**src/rtl/vmult_pkg.sv**
```systemverilog
// vmult_pkg: fp16 constants, operand class type and classifier shared by the vmult_p multiplier
package vmult_pkg;
  localparam int FP16_BIAS = 15;
  localparam int FP16_EXP_MAX = 31;
  localparam logic [15:0] FP16_INF = 16'h7C00;
  localparam logic [15:0] FP16_QNAN = 16'h7E00;
  typedef enum logic [1:0] {ZERO, NORM, INF, NAN} fp16_class_t;
  // exp==0 (including subnormals) counts as zero
  function automatic fp16_class_t fp16_class(input logic [15:0] x);
    return x[14:10] == 5'd0 ? ZERO : x[14:10] != 5'd31 ? NORM : x[9:0] != 10'd0 ? NAN : INF;
  endfunction
endpackage

```
**src/rtl/vmult_p_core.sv**
```systemverilog
// vmult_p_core: combinational fp16 unpack/multiply/normalize/round
// Ports: i_a, i_b fp16 operands; o_product fp16 result; o_overflow finite*finite overflow.
// Build option: VMULT_RNE_EN selects round-to-nearest-even, otherwise truncate.
module vmult_p_core (
  input  logic [15:0] i_a,
  input  logic [15:0] i_b,
  output logic [15:0] o_product,
  output logic        o_overflow
);
  import vmult_pkg::*;
  fp16_class_t w_ca, w_cb;
  logic w_sign, w_hi;
  logic [21:0] w_mant;
  logic [9:0] w_frac, w_frac_r;
  logic signed [7:0] w_exp, w_exp_r;
  assign w_ca = fp16_class(i_a);
  assign w_cb = fp16_class(i_b);
  assign w_sign = i_a[15] ^ i_b[15];
  assign w_mant = {11'd0, 1'b1, i_a[9:0]} * {11'd0, 1'b1, i_b[9:0]};
  assign w_hi = w_mant[21];
  assign w_frac = w_hi ? w_mant[20:11] : w_mant[19:10];
  assign w_exp = 8'(i_a[14:10]) + 8'(i_b[14:10]) + 8'(w_hi) - 8'(FP16_BIAS);
`ifdef VMULT_RNE_EN
  logic w_guard, w_sticky, w_up;
  logic [10:0] w_sum;
  assign w_guard = w_hi ? w_mant[10] : w_mant[9];
  assign w_sticky = w_hi ? |w_mant[9:0] : |w_mant[8:0];
  assign w_up = w_guard & (w_sticky | w_frac[0]);
  // a carry out leaves the fraction at zero, so only the exponent needs bumping
  assign w_sum = {1'b0, w_frac} + 11'(w_up);
  assign w_frac_r = w_sum[9:0];
  assign w_exp_r = w_exp + 8'(w_sum[10]);
`else
  logic w_unused;
  assign w_unused = ^w_mant[9:0];
  assign w_frac_r = w_frac;
  assign w_exp_r = w_exp;
`endif
  always_comb begin
    o_overflow = 1'b0;
    o_product = {w_sign, w_exp_r[4:0], w_frac_r};
    if (w_ca == NAN || w_cb == NAN || (w_ca == INF && w_cb == ZERO) || (w_ca == ZERO && w_cb == INF))
      o_product = FP16_QNAN;
    else if (w_ca == INF || w_cb == INF)
      o_product = FP16_INF | {w_sign, 15'd0};
    else if (w_ca == ZERO || w_cb == ZERO)
      o_product = {w_sign, 15'd0};
    else if (w_exp_r >= $signed(8'(FP16_EXP_MAX))) begin
      o_product = FP16_INF | {w_sign, 15'd0};
      o_overflow = 1'b1;
    end else if (w_exp_r <= 8'sd0)
      o_product = {w_sign, 15'd0};
  end
endmodule

```
**src/rtl/vmult_p.sv**
```systemverilog
// vmult_p: fp16 multiplier with one registered output stage, one operand pair per clock
// Ports: Clk2 clock; rst_n async active-low reset; A, B fp16 operands;
//        product registered fp16 result; Overflow registered finite-overflow flag.
// Build option: VMULT_RNE_EN (round-to-nearest-even; default truncates).
module vmult_p (
  input  logic        Clk2,
  input  logic        rst_n,
  input  logic [15:0] A,
  input  logic [15:0] B,
  output logic [15:0] product,
  output logic        Overflow
);
  import vmult_pkg::*;
  logic [15:0] w_product;
  logic w_overflow;
  vmult_p_core u_core (
    .i_a(A),
    .i_b(B),
    .o_product(w_product),
    .o_overflow(w_overflow)
  );
  always_ff @(posedge Clk2 or negedge rst_n)
    if (!rst_n) begin
      product <= 16'h0000;
      Overflow <= 1'b0;
    end else begin
      product <= w_product;
      Overflow <= w_overflow;
    end
endmodule

```
**config.mk**
```make
export PLATFORM = sky130hd
export DESIGN_NAME = vmult_p
export DESIGN_NICKNAME = d
export VERILOG_FILES = /design/src/rtl/vmult_pkg.sv /design/src/rtl/vmult_p_core.sv /design/src/rtl/vmult_p.sv
export SDC_FILE = /design/constraint.sdc
export NUM_CORES = 1
export LEC_CHECK = 0
export CAP_MARGIN = 5
export CORE_MARGIN = 3
export CORE_UTILIZATION = 60
export CTS_BUF_LIST = sky130_fd_sc_hd__clkbuf_16
export DETAILED_ROUTE_END_ITERATION = 12
export PLACE_DENSITY = 0.89
export SLEW_MARGIN = 10
export SYNTH_ARGS = -nofsm -noshare
export SYNTH_HDL_FRONTEND = slang
export SYNTH_SLANG_ARGS = --single-unit
export TNS_END_PERCENT = 50
```
**constraint.sdc**
```tcl
create_clock -name Clk2 -period 0.8 [get_ports Clk2]
set_clock_uncertainty 0.05 [all_clocks]
set_input_delay 0.2 -clock Clk2 [delete_from_list [all_inputs] [get_ports Clk2]]
set_output_delay 0.2 -clock Clk2 [all_outputs]
set_load 0.02 [all_outputs]
```
==> summary.md <==
| Metric | Value |
|---|---|
| # H-tree levels | 1 |
| HP Class | primary input to asynchronous set/reset pin |
| Worst setup SP type | primary input |
| Tightest Pin Transition | 0.665 ns |
| RSZ-0062 raised after global routing | true |
| LEAKAGE | around 3.9 nW |
| 1st-pass router iterations | 12 |
| Drt wl/cell | 29.6 µm |
| Max-slew violations | 0 |
| CP Class | primary input to flip-flop |
| Port Buffers | 50 |
| IO Count | slightly above 50 |
| Critical path fanouts, max | 7 |
| Part of the power in registers | 4.4% |
| Warnings, synthesis | 0 |
| Hpwl dp | roughly 14 mm |
| Post-synthesis sequential area ratio | 8.47% |
| Final antenna-violating net count | 0 |
| Worst Hold Slack | 0.265 ns |
| Seq cells post-synth | 17 |
| Critical path's largest stage delay | 0.63 ns |
| Total wire length | 25.8 mm |
| Max Cap Viol | 0 |
| Clock power share | 3.4% |
| Initial core utilization | between 60% and 70% |
| Hold Violations, Final | 0 |
| Num CTS Buffers | 3 |
| # hold bufs at CTS | 0 |
| Area delta synth->final | 46.2% |
| 1st-iter DRT viols | 886 |
| First-pass GRT wire length | 32.4 mm |
| Share of cells above drive strength 1 | 37.8% |
| CTS root buf | clkbuf_16 |
| Max VDD drop | 0.00327 V |
| Main synth FF type | dfrtp_1 |
| Synth Cell Area | between 0.005 and 0.006 mm² |
| Number of core rows | 32 |
| Routability cong. | 0.988 |
| Async SR Flop Fraction | 100% |
| Internal | 0.0150 W |
| Die Wd | 97.5 µm |
| Clk buf depth | 2 |
| TritonCTS Sinks | 17 |
| Clk slew on worst S/H paths | around 0.06 ns |
| Comb pwr share | 92.2% |
| Min cycle time layout | slightly below 7 ns |
| Total track usage | 43.8% |
| Largest net degree at the start of global routing | 14 |
| Switching power | 0.0179 W |
| PnR worst setup slack | -5.94 ns |
| Status | finished with violations |
| CTS tree | built |
| Gate Count Post-Synth | 587 |
| Number of remaining DRC errors | 0 |
| Switch share | 54.4% |
| Fmax achieved | 0.148 GHz |
| GRT overflow | 0 |
| DIE HEIGHT | 97.5 µm |
| Via Count | approximately 6,200 |
| Post-DR vias/cell | 7.07 |
| Arr. time, crit path | 6.85 ns |
| # setup viols final | 34 |
| Setup TNS | -95.81 ns |
| Vias in the first global route | 6,237 |
| Failing checks | setup timing |
| EDFF count, synth | 0 |
| Relative slew slack | 54.5% |
| WP data required | 0.91 ns |
| Pwr per Cell Area | 4480 mW/mm² |
| Net Count, Synth | 764 |
| Most common cell after layout, fill and taps aside | buf_4 |
| Core region area | 0.00793 mm² |
| Slowest cell on crit path | fa_1 |
| Final nets | approximately 950 |
| Initial antenna violation count | 2 |
| Commonest non-fill, non-tap cells in the layout | 129 x buf_4, 109 x inv_1, 74 x fa_1, 58 x nand2_1, 54 x ha_1 |
| Final Cycle Share | 843% |
| Crit. End Element | flip-flop |
| Number of distinct library cells after synthesis | 55 |
| Die area | 0.00950 mm² |
| Mean Syn Cell Area | 8.55 µm² |
==> through the flow <==
stage	power (W)	instance area, µm²	setup slack, ns	instances	util (%)
after CTS	0.0279	7000	-5.20	867	88.3
after global placement	0.0230	6630	-5.76	844	83.6
after floorplan	0.0158	5290	-5.17	587	-
after global routing	0.0338	7340	-5.90	872	92.6
final	0.0329	7340	-5.94	872	92.6
after detailed placement	0.0249	6630	-6.14	844	83.6
==> power groups by stage <==
stage          sequential [W]  clock [W]  combinational, W
4_1_cts               0.00135    0.00104            0.0255
3_5_place_dp          0.00138          0            0.0235
2_1_floorplan         0.00178          0            0.0141
3_3_place_gp          0.00135          0            0.0217
5_1_grt               0.00143    0.00114            0.0313
6_report              0.00144    0.00112            0.0303
==> layer usage <==
layer,up-vias,GRT usage (%),share of wire (%)
met5,-,0,0.031
met4,2,36.6,15
met3,382,8.61,15
met2,791,73.2,42
met1,2766,47.4,28
li1,2224,-,-
==> sequential cells by signal, summed over array words and instances (netlist names) <==
| register | count |
|---|---|
| Overflow | 1 |
| product | 16 |
==> cell usage after synthesis, drive strengths merged (2+ instances only) <==
library cell  count  area [µm²]
a2111oi           3        26.3
a21boi            3        22.5
a21o              6        45.0
a21oi            21         109
a311o             2        20.0
a31oi             2        12.5
and2             38         238
and3              3        18.8
buf               2        16.3
clkbuf           17        65.1
dfrtp            17         425
fa               80        1600
ha               63         788
inv             129         484
mux2i             8        80.1
nand2            69         259
nand2b            5        31.3
nand3             9        50.1
nand4             6        37.5
nor2             32         128
nor3              8        50.1
nor4              6        43.8
o211a             2        20.0
o211ai            2        15.0
o21a              4        30.0
o21ai            13        65.1
o221ai            3        26.3
o2bb2ai           2        17.5
or2               3        18.8
xnor2             9        97.6
xor2              5        43.8
==> critical path: cells and delay by family <==
| kind | cells | cell delay, ns |
|---|---|---|
| compound gates | 6 | 1.21 |
| xor+xnor | 1 | 0.12 |
| fa+ha+maj | 8 | 3.23 |
| buf+inv | 7 | 0.74 |
| simple gates | 6 | 1.32 |
==> cell type report <==
class / instances / area (µm²)
diodes: 1 / 2.50
clock buffers: 3 / 75.1
clock inverters: 1 / 5.00
fillers: 260 / 589
inverters: 129 / 489
multi-input cells: 422 / 4560
flip-flops and latches: 17 / 425
well taps: 102 / 128
repair buffers: 197 / 1650
==> cell families after synthesis <==
kind of cell	Yosys count	synth area share, %
AO/OA/AOI/OAI	74	10.1
XOR/XNOR	14	2.82
adder cells (fa/ha/maj)	143	47.6
buffers and inverters	148	11.3
flip-flops	17	8.47
multiplexers	9	1.82
AND/OR/NAND/NOR	182	17.9
==> worst paths after layout <==
kind | start | endpoint | slack, ns
setup / recovery | B[6] | product[9] | -5.94
hold / removal | rst_n | product[13] | 0.26
max in group asynchronous | rst_n | product[0] | 0.28
min in group Clk2 | A[10] | product[15] | 0.57
==> timing repair <==
action,in CTS,in global routing
resized for setup,197,125
gates cloned,1,0
setup buffers,19,6
pin swaps,43,61
setup endpoints to repair,34,34
Note: power is estimated with default switching activity, not from simulation.
